$ cat src/rtl/sat_engine_pkg.sv
// Shared definitions for the SAT engine control path: command codes,
// the clause-bank controller state encoding and clause/var word width helpers.
package sat_engine_pkg;

    // Command codes presented on cmd_i
    localparam logic [1:0] CMD_LOAD = 2'd0;
    localparam logic [1:0] CMD_READ = 2'd1;
    localparam logic [1:0] CMD_BCP  = 2'd2;
    localparam logic [1:0] CMD_BKT  = 2'd3;

    // Clause-bank controller states
    typedef enum logic [3:0] {
        ST_IDLE,
        ST_LOAD,
        ST_RD_REQ,
        ST_RD_CAP,
        ST_RD_OUT,
        ST_BCP_APPLY,
        ST_BCP_WAIT,
        ST_BKT,
        ST_DONE
    } ctrl_state_e;

    // A clause stores two bits per variable (positive and negative literal)
    function automatic int clause_w(input int num_vars);
        return num_vars * 2;
    endfunction

    // A var value carries three bits per variable (assigned, value, implied)
    function automatic int var_w(input int num_vars);
        return num_vars * 3;
    endfunction

endpackage

$ cat src/rtl/clause_bank_ctrl_onehot_dec.sv
// Binary slot index to one-hot select. An index beyond N-1 yields all zeros.
module onehot_dec #(
    parameter int N = 2,
    parameter int W = 1
) (
    input  logic [W-1:0] i_idx,
    output logic [N-1:0] o_onehot
);

    // Decode the index into a single set bit
    // NOTE: the output gets a default before the loop so no path can infer a latch.
    always_comb begin
        o_onehot = '0;
        for (int k = 0; k < N; k++) begin
            if (int'(i_idx) == k) begin
                o_onehot[k] = 1'b1;
            end
        end
    end

endmodule

$ cat src/rtl/clause_bank_ctrl.sv
// Sequencing controller for a clause bank: serial clause load, slot readback,
// BCP iteration to a var-value fixpoint, and single backtrack pulses.
// Optional build macro CLAUSE_BANK_CTRL_STATS_EN adds a saturating 16-bit count
// of apply_impl pulses on stat_impl_total_o; without it that port is tied to 0.
module clause_bank_ctrl
    import sat_engine_pkg::*;
#(
    parameter int NUM_CLAUSES   = 2,
    parameter int NUM_VARS      = 8,
    parameter int WIDTH_C_LEN   = 4,
    parameter int MAX_BCP_ITERS = 16
) (
    input  logic                                    clk,
    input  logic                                    rst,
    input  logic                                    cmd_valid_i,
    input  logic [1:0]                              cmd_i,
    output logic                                    cmd_ready_o,
    input  logic                                    ld_valid_i,
    output logic                                    ld_ready_o,
    input  logic [clause_w(NUM_VARS)-1:0]           ld_clause_i,
    input  logic [WIDTH_C_LEN-1:0]                  ld_len_i,
    output logic                                    rd_valid_o,
    input  logic                                    rd_ready_i,
    output logic [clause_w(NUM_VARS)-1:0]           rd_clause_o,
    output logic [WIDTH_C_LEN-1:0]                  rd_len_o,
    output logic [$clog2(NUM_CLAUSES)-1:0]          rd_idx_o,
    output logic [NUM_CLAUSES-1:0]                  wr_o,
    output logic [NUM_CLAUSES-1:0]                  rd_o,
    output logic [clause_w(NUM_VARS)-1:0]           clause_o,
    output logic [WIDTH_C_LEN-1:0]                  clause_len_o,
    input  logic [clause_w(NUM_VARS)-1:0]           clause_i,
    input  logic [WIDTH_C_LEN*NUM_CLAUSES-1:0]      clause_len_i,
    input  logic [var_w(NUM_VARS)-1:0]              var_value_i,
    input  logic                                    all_c_sat_i,
    output logic                                    apply_impl_o,
    output logic                                    apply_bkt_o,
    output logic                                    done_o,
    output logic                                    sat_o,
    output logic                                    timeout_o,
    output logic [$clog2(MAX_BCP_ITERS+1)-1:0]      bcp_iters_o,
    output logic [15:0]                             stat_impl_total_o
);

    localparam int CW     = clause_w(NUM_VARS);
    localparam int VW     = var_w(NUM_VARS);
    localparam int SLOT_W = $clog2(NUM_CLAUSES);
    localparam int ITER_W = $clog2(MAX_BCP_ITERS + 1);

    ctrl_state_e              r_state;
    logic [SLOT_W-1:0]        r_slot;
    logic [ITER_W-1:0]        r_iters;
    logic [VW-1:0]            r_prev;
    logic [NUM_CLAUSES-1:0]   r_wr;
    logic [NUM_CLAUSES-1:0]   r_rd;
    logic [CW-1:0]            r_clause;
    logic [WIDTH_C_LEN-1:0]   r_clause_len;
    logic                     r_rd_valid;
    logic [CW-1:0]            r_rd_clause;
    logic [WIDTH_C_LEN-1:0]   r_rd_len;
    logic [SLOT_W-1:0]        r_rd_idx;
    logic                     r_apply_impl;
    logic                     r_apply_bkt;
    logic                     r_done;
    logic                     r_sat;
    logic                     r_timeout;
    logic [ITER_W-1:0]        r_bcp_iters;

    logic                     w_accept;
    logic                     w_slot_last;
    logic                     w_iters_max;
    logic                     w_fixpoint;
    logic [WIDTH_C_LEN-1:0]   w_len_slice;
    logic [SLOT_W-1:0]        w_dec_idx;
    logic [NUM_CLAUSES-1:0]   w_dec_onehot;

    assign w_accept    = cmd_valid_i && (r_state == ST_IDLE);
    assign w_slot_last = (r_slot == SLOT_W'(NUM_CLAUSES - 1));
    assign w_iters_max = (r_iters == ITER_W'(MAX_BCP_ITERS));
    assign w_fixpoint  = (var_value_i == r_prev);
    assign w_len_slice = clause_len_i[int'(r_slot)*WIDTH_C_LEN +: WIDTH_C_LEN];

    // Pick the slot whose select is registered this cycle: slot 0 at accept,
    // the following slot when leaving a readback, otherwise the current slot
    always_comb begin
        w_dec_idx = r_slot;
        if (r_state == ST_IDLE) begin
            w_dec_idx = '0;
        end else if (r_state == ST_RD_OUT) begin
            w_dec_idx = r_slot + SLOT_W'(1);
        end
    end

    onehot_dec #(
        .N (NUM_CLAUSES),
        .W (SLOT_W)
    ) u_slot_dec (
        .i_idx    (w_dec_idx),
        .o_onehot (w_dec_onehot)
    );

    // Control FSM: walks the operation and registers each strobe for the following cycle
    // NOTE: state is updated with non-blocking assignments so every flop samples pre-edge values.
    always_ff @(posedge clk or negedge rst) begin
        if (!rst) begin
            // NOTE: datapath registers, including the var snapshot, are reset too so
            // an aborted operation leaves no stale strobes or results behind.
            r_state      <= ST_IDLE;
            r_slot       <= '0;
            r_iters      <= '0;
            r_prev       <= '0;
            r_wr         <= '0;
            r_rd         <= '0;
            r_clause     <= '0;
            r_clause_len <= '0;
            r_rd_valid   <= 1'b0;
            r_rd_clause  <= '0;
            r_rd_len     <= '0;
            r_rd_idx     <= '0;
            r_apply_impl <= 1'b0;
            r_apply_bkt  <= 1'b0;
            r_done       <= 1'b0;
            r_sat        <= 1'b0;
            r_timeout    <= 1'b0;
            r_bcp_iters  <= '0;
        end else begin
            // Strobes are single-cycle pulses unless re-armed below
            r_wr         <= '0;
            r_rd         <= '0;
            r_apply_impl <= 1'b0;
            r_apply_bkt  <= 1'b0;
            r_done       <= 1'b0;

            case (r_state)
                ST_IDLE: begin
                    if (w_accept) begin
                        r_slot    <= '0;
                        r_iters   <= '0;
                        r_timeout <= 1'b0;
                        case (cmd_i)
                            CMD_LOAD: r_state <= ST_LOAD;
                            CMD_READ: begin
                                r_state <= ST_RD_REQ;
                                r_rd    <= w_dec_onehot;
                            end
                            CMD_BCP: begin
                                r_state      <= ST_BCP_APPLY;
                                r_apply_impl <= 1'b1;
                            end
                            default: begin
                                r_state     <= ST_BKT;
                                r_apply_bkt <= 1'b1;
                            end
                        endcase
                    end
                end

                ST_LOAD: begin
                    if (ld_valid_i) begin
                        r_clause     <= ld_clause_i;
                        r_clause_len <= ld_len_i;
                        r_wr         <= w_dec_onehot;
                        if (w_slot_last) begin
                            r_state <= ST_DONE;
                            r_done  <= 1'b1;
                        end else begin
                            r_slot <= r_slot + SLOT_W'(1);
                        end
                    end
                end

                ST_RD_REQ: r_state <= ST_RD_CAP;

                ST_RD_CAP: begin
                    r_rd_clause <= clause_i;
                    r_rd_len    <= w_len_slice;
                    r_rd_idx    <= r_slot;
                    r_rd_valid  <= 1'b1;
                    r_state     <= ST_RD_OUT;
                end

                ST_RD_OUT: begin
                    if (rd_ready_i) begin
                        r_rd_valid <= 1'b0;
                        if (w_slot_last) begin
                            r_state <= ST_DONE;
                            r_done  <= 1'b1;
                        end else begin
                            r_slot  <= r_slot + SLOT_W'(1);
                            r_rd    <= w_dec_onehot;
                            r_state <= ST_RD_REQ;
                        end
                    end
                end

                ST_BCP_APPLY: begin
                    r_prev  <= var_value_i;
                    r_iters <= r_iters + ITER_W'(1);
                    r_state <= ST_BCP_WAIT;
                end

                ST_BCP_WAIT: begin
                    if (w_fixpoint) begin
                        r_state <= ST_DONE;
                        r_done  <= 1'b1;
                    end else if (w_iters_max) begin
                        r_timeout <= 1'b1;
                        r_state   <= ST_DONE;
                        r_done    <= 1'b1;
                    end else begin
                        r_apply_impl <= 1'b1;
                        r_state      <= ST_BCP_APPLY;
                    end
                end

                ST_BKT: begin
                    r_state <= ST_DONE;
                    r_done  <= 1'b1;
                end

                ST_DONE: begin
                    r_sat       <= all_c_sat_i;
                    r_bcp_iters <= r_iters;
                    r_state     <= ST_IDLE;
                end

                default: r_state <= ST_IDLE;
            endcase
        end
    end

    assign cmd_ready_o  = (r_state == ST_IDLE);
    assign ld_ready_o   = (r_state == ST_LOAD);
    assign rd_valid_o   = r_rd_valid;
    assign rd_clause_o  = r_rd_clause;
    assign rd_len_o     = r_rd_len;
    assign rd_idx_o     = r_rd_idx;
    assign wr_o         = r_wr;
    assign rd_o         = r_rd;
    assign clause_o     = r_clause;
    assign clause_len_o = r_clause_len;
    assign apply_impl_o = r_apply_impl;
    assign apply_bkt_o  = r_apply_bkt;
    assign done_o       = r_done;
    assign sat_o        = r_sat;
    assign timeout_o    = r_timeout;
    assign bcp_iters_o  = r_bcp_iters;

`ifdef CLAUSE_BANK_CTRL_STATS_EN
    logic [15:0] r_stat_impl_total;

    // Count implication pulses since reset, holding at all-ones
    always_ff @(posedge clk or negedge rst) begin
        if (!rst) begin
            r_stat_impl_total <= '0;
        end else if (r_apply_impl && (r_stat_impl_total != 16'hFFFF)) begin
            r_stat_impl_total <= r_stat_impl_total + 16'd1;
        end
    end

    assign stat_impl_total_o = r_stat_impl_total;
`else
    assign stat_impl_total_o = 16'h0000;
`endif

endmodule
$ cat config.mk
export PLATFORM = sky130hd
export DESIGN_NAME = clause_bank_ctrl
export DESIGN_NICKNAME = d
export VERILOG_FILES = /design/src/rtl/sat_engine_pkg.sv /design/src/rtl/clause_bank_ctrl_onehot_dec.sv /design/src/rtl/clause_bank_ctrl.sv
export SDC_FILE = /design/constraint.sdc
export NUM_CORES = 1
export LEC_CHECK = 0
export ABC_AREA = 0
export CAP_MARGIN = 5
export CORE_MARGIN = 2
export CORE_UTILIZATION = 49
export DETAILED_ROUTE_END_ITERATION = 6
export GPL_TIMING_DRIVEN = 0
export PLACE_DENSITY = 0.88
export SLEW_MARGIN = 20
export SYNTH_ARGS = -nofsm -noshare
export SYNTH_HDL_FRONTEND = slang
export SYNTH_SLANG_ARGS = --single-unit
$ cat constraint.sdc
create_clock -name clk -period 2.5 [get_ports clk]
set_input_delay 0.625 -clock clk [delete_from_list [all_inputs] [get_ports clk]]
set_output_delay 0.625 -clock clk [all_outputs]
set_load 0.02 [all_outputs]
# Word level (Yosys, flattened, before mapping)

Index checks and enable logic that the tools add are counted.

Bits in registers: 90
Input bits: 76
Word-level logic and storage cells: 99

$add $sub $neg: 2
Equality and inequality tests: 18
Shift operators: 1
Multiplexer cells: 46
Reductions and logical operators: 14

Operators with widths:

| operator            | count |
|---|---|
| $pmux 4 s8          | 1 |
| $mux 4              | 7 |
| $eq 24x24->1        | 1 |
| $mux 1              | 23 |
| $eq 4x3->1 const B  | 4 |
| $mux 2              | 6 |
| $reduce_and 4->1    | 3 |
| $pmux 5 s2          | 1 |
| $pmux 3 s3          | 1 |
| $eq 4x2->1 const B  | 2 |
| $ne 2x2->1 const B  | 4 |
| $shiftx 8x4->4      | 1 |
| $pmux 1 s2          | 3 |
| $reduce_and 2->1    | 3 |
| $reduce_bool 2->1   | 3 |
| $add 5x1->5 const B | 1 |
| $eq 5x5->1 const B  | 1 |
| $mux 5              | 1 |
| $eq 4x1->1 const B  | 1 |
| $eq 4x4->1 const B  | 1 |
| $logic_not 4->1     | 1 |
| $ne 2x1->1 const B  | 2 |
| $pmux 1 s4          | 1 |
| $pmux 2 s2          | 1 |
| 8 further kinds     | 8 |

# Longest topological paths before layout

Depth after elaboration: 7
Depth in mapped cells: 7

# Cells and area by module

From an unflattened synthesis, not the netlist that was laid out.

Cell total of the unflattened synthesis: 326
Area total of the unflattened synthesis: 4,329.2 um^2

Modules (own cells, without submodules):

| module           | times used | cells each | area each (um^2) | sequential area each (um^2) |
|---|---|---|---|---|
| clause_bank_ctrl | 1          | 324        | 4,317.9          | 2,252.2 |
| onehot_dec       | 1          | 2          | 11.3             | 0.0 |

# Worst setup path after synthesis

No wires, ideal clock.

Kind: register -> register
From: reg r_state[1]
To: reg r_iters[0]
Setup time: 125 ps
Data arrival time: 1,636 ps
Setup slack: 739 ps
Cell stages (with the launch flop): 7
Path buffers: 2
Period minus slack after synthesis: 1,761 ps
Path through: dfrtp_1 -> buf_6 -> nor4_4 -> and2_0 -> buf_2 -> nor2_1 -> mux2_2

Longest elaborated chain between the ends: 4
Elaborated cells on any way between the ends: 7

Ends and longest elaborated chain:

| what                              | RTL line                | source |
|---|---|---|
| start: declaration                | clause_bank_ctrl.sv:49  | `ctrl_state_e r_state;` |
| start signal: assignment          | clause_bank_ctrl.sv:107 | `r_state <= ST_IDLE;` |
| start signal: assignment          | clause_bank_ctrl.sv:140 | `CMD_LOAD: r_state <= ST_LOAD;` |
| start signal: assignment          | clause_bank_ctrl.sv:142 | `r_state <= ST_RD_REQ;` |
| $logic_not 4->1 *                 | n/a                     |  |
| via cmd_ready_o                   | clause_bank_ctrl.sv:17  | `output logic cmd_ready_o,` |
| $logic_and 1x1->1                 | clause_bank_ctrl.sv:76  | `assign w_accept = cmd_valid_i && (r_state == ST_IDLE);` |
| $ne 2x1->1 (no source line)       | n/a                     |  |
| $reduce_and 2->1 (no source line) | n/a                     |  |
| end signal: assignment            | clause_bank_ctrl.sv:197 | `r_iters <= r_iters + ITER_W'(1);` |
| end: declaration                  | clause_bank_ctrl.sv:51  | `logic [ITER_W-1:0] r_iters;` |

Mark *: on every way through the listed nets, which the timed path passes. The rest lies on a longest branch.
A chain may end at the register's enable or synchronous reset.

# Worst setup path in the final report

From: reg r_state[0]
To: out cmd_ready_o

Longest elaborated chain between the ends: 1

Ends and longest elaborated chain:

| what             | RTL line                | source |
|---|---|---|
| $logic_not 4->1  | clause_bank_ctrl.sv:231 | `assign cmd_ready_o = (r_state == ST_IDLE);` |
| end: declaration | clause_bank_ctrl.sv:17  |  |

Every way passes these cells.

==> results.sh <==
export IMPL_grt_pass1_vias=3030
export IMPL_synthXorXnorAreaFrac_pct=5.65
export IMPL_rsz0062_at_grt="false"
export IMPL_dpl_hpwl_um=6890
export IMPL_use_met2_pct=33.2
export IMPL_clkTransAtPathRegs_ns=0.09
export IMPL_peakVddDrop_v=0.000656
export IMPL_crit_buf_inv=1
export IMPL_grt_pass1_wl_um=14200
export IMPL_grt_max_degree=57
export IMPL_setup_tns_ns=0
export IMPL_area_growth_pct=41.2
export IMPL_track_usage_pct=20.0
export IMPL_synth_compound_area_share_pct=4.99
export IMPL_clk_latency_ns=0.37
export IMPL_layout_nets=563
export IMPL_yosysTopAreaCell="dfrtp_1"
export IMPL_cp_cell_sequence="nor4_4, dlygate4sd2_1"
export IMPL_final_common_cell="clkdlybuf4s50_1"
export IMPL_fillers=578
export IMPL_ys_seq_area_share_pct=53.8
export IMPL_grt_util_met1_pct=24.4
export IMPL_power_density_mw_per_mm2=1130
export IMPL_hold_viol_final=0
export IMPL_cp_arrival_ns=1.72
export IMPL_core_mm2=0.00826
export IMPL_wirelength_um=9000
export IMPL_post_cts_resized=2
export IMPL_drv_cap=0
export IMPL_max_stage_delay_ns=0.52
export IMPL_postCtsSetupBuffers=0
export IMPL_rows=33
export IMPL_worst_setup_path_type="reg -> out"
export IMPL_synth_edff_count=0
export IMPL_finalCritPeriodShare_pct=93.9
export IMPL_final_util_pct=71.6
export IMPL_drt_iter0_drc=100
export IMPL_fp_dieArea_mm2=0.00930
export IMPL_htreeDepth=3
export IMPL_gr_usage_met3_pct=6.05
export IMPL_synthFlopType="dfrtp_1"
export IMPL_rr_startpoint="r_state[1]"
export IMPL_clockBufferDepth=2
export IMPL_die_w_um=96.5
export IMPL_whs_ns=0.203
export IMPL_ys_ff_latch=90
export IMPL_final_cell_mix="clkdlybuf4s50_1 (130), dfrtp_1 (90), mux2_2 (66)"
export IMPL_cts_tree="yes"
export IMPL_routedWlPerCell_um=15.2
export IMPL_async_reset_ff_share_pct=100
export IMPL_power_leakage_uw=0.00255
export IMPL_synth_mux_area_share_pct=19.2
export IMPL_finalSetupViolations=0
export IMPL_gp_congestion=0.790
export IMPL_worstPathRequired_ns=1.88
export IMPL_ys_warnings_count=0
export IMPL_avgSynthCellArea_um2=13.0
export IMPL_root_buffer="clkbuf_8"
export IMPL_synth_cell_types=49
export IMPL_grt_busiest_layer="met2"
export IMPL_crit_slowest_cell="dfrtp_1"
export IMPL_min_period_ns=2.35
export IMPL_drc=0
export IMPL_dp_slack_ns=0.0969
export IMPL_status="finished, final reports clean"
export IMPL_holdCritPathClass="in -> async"
export IMPL_cts_sinks=90
export IMPL_fin_ws_ns=0.153
export IMPL_drt_antenna_violating_nets=0
export IMPL_antenna_found_initial=0
export IMPL_fmax_mhz=426
export IMPL_top_level_ports=150
export IMPL_cts_inserted_buffers=9
export IMPL_synth_top_area_share_pct=53.8
export IMPL_start_util_pct=50.7
export IMPL_startpoint_type="flip-flop"
export IMPL_synth_area_leaders="dfrtp_1 (54%), mux2_2 (18%), xnor2_1 (3.8%)"
export IMPL_crit_start="r_state[0]"
export IMPL_port_buffers=133
export IMPL_fin_skew_ns=0.0110
export IMPL_die_h_um=96.5
export IMPL_hold_buffers=0
export IMPL_synth_top_family_by_area="multiplexers"
export IMPL_worst_slew_pin_slew_ns=0.634
export IMPL_vias=2998
export IMPL_synthAdderAreaFrac_pct=1.19
export IMPL_via_per_inst=5.06
export IMPL_slew_viol_final=0
export IMPL_antenna_diode_count=0
export IMPL_first_pass_iters=4
export IMPL_synthCells=323
export IMPL_crit_path_max_fanout=8
export IMPL_grt_remaining_overflow=0
export IMPL_synth_simple_gate_area_share_pct=9.02
export IMPL_crit_path_end_kind="primary output"
export IMPL_drive_gt1_share_pct=24.8
export IMPL_critPathTopFamily="flip-flops"
export IMPL_slew_headroom_pct=57.4
export IMPL_syn_area_mm2=0.00419
==> registers in the layout (all words and copies together) (netlist names) <==
signal	flops
r_iters	5
apply_bkt_o	1
clause_len_o	4
timeout_o	1
rd_clause_o	16
r_slot	1
rd_idx_o	1
rd_o	2
done_o	1
rd_valid_o	1
r_state	4
apply_impl_o	1
bcp_iters_o	5
rd_len_o	4
sat_o	1
wr_o	2
clause_o	16
r_prev	24
==> where the power goes <==
group	leakage, uW	internal, uW	switching [uW]
clock network	0.0000937	399	538
registers	0.00111	2090	384
logic	0.00135	1750	1550
==> synthesized netlist by cell type (2+ instances only) <==
library cell	number
mux2_2	66
nor3_4	2
o21ai_0	3
nand2_1	11
a22o_1	2
nor2_1	13
nor2b_1	3
xor2_1	9
mux2i_1	4
and3_1	2
o31ai_1	4
nand4_1	5
nand3b_1	2
o22ai_1	3
xnor2_1	18
inv_1	8
ha_1	4
dfrtp_1	90
nand3_1	2
nor4_1	4
nor4_4	2
clkbuf_1	2
mux2_1	2
buf_2	5
buf_4	18
buf_6	5
nor3_1	3
a21oi_1	10
==> cell type report <==
class	count	area [um2]	share of cell area, %
Clock inverter	6	47.5	0.804
Sequential cell	90	2250	38.1
Timing Repair Buffer	134	1350	22.9
Clock buffer	10	138	2.33
Tap cell	105	131	2.22
Buffer	30	224	3.79
Multi-Input combinational cell	210	1740	29.4
Inverter	8	30.0	0.508
==> metrics by stage <==
step	total power, uW	std cells	instance area (um2)
after CTS	6780	593	5920
after global placement	5690	576	5710
after floorplan	4490	338	4250
after global routing	7130	593	5920
after detailed placement	5850	577	5730
final	6710	593	5920
==> cell families after synthesis <==
logic type / Yosys count
xor+xnor: 27
fa+ha+maj: 4
other cells: 1
flops: 90
mux: 72
compound gates: 32
simple gates: 59
buf+inv: 38
==> worst reg2reg max path, cell delays in order, from the launching register on <==
cell	delay (ns)
dfrtp_1	0.38
buf_6	0.15
clkbuf_1	0.20
nor3_1	0.42
ha_1	0.22
a31oi_1	0.05
nor2b_1	0.15
a221oi_1	0.27
==> per-layer routing <==
metal | wire [um] | share of wire, % | vias to the layer above
li1 | - | - | 1418
met1 | 3600 | 40 | 1436
met2 | 4430 | 49 | 125
met3 | 771 | 8.6 | 19
met4 | 195 | 2.2 | 0
met5 | 0 | 0 | -
==> final timing paths <==
kind	end	slack [ns]	cells after the start
max in group asynchronous	rd_o[0]	1.66	2
min	r_prev[5]	0.20	1
min reg2reg	rd_clause_o[14]	0.50	1
max	cmd_ready_o	0.15	2
min in group clk	rd_clause_o[14]	0.50	1
max reg2reg	r_state[3]	0.56	7
(Power assumes the default switching activity.)
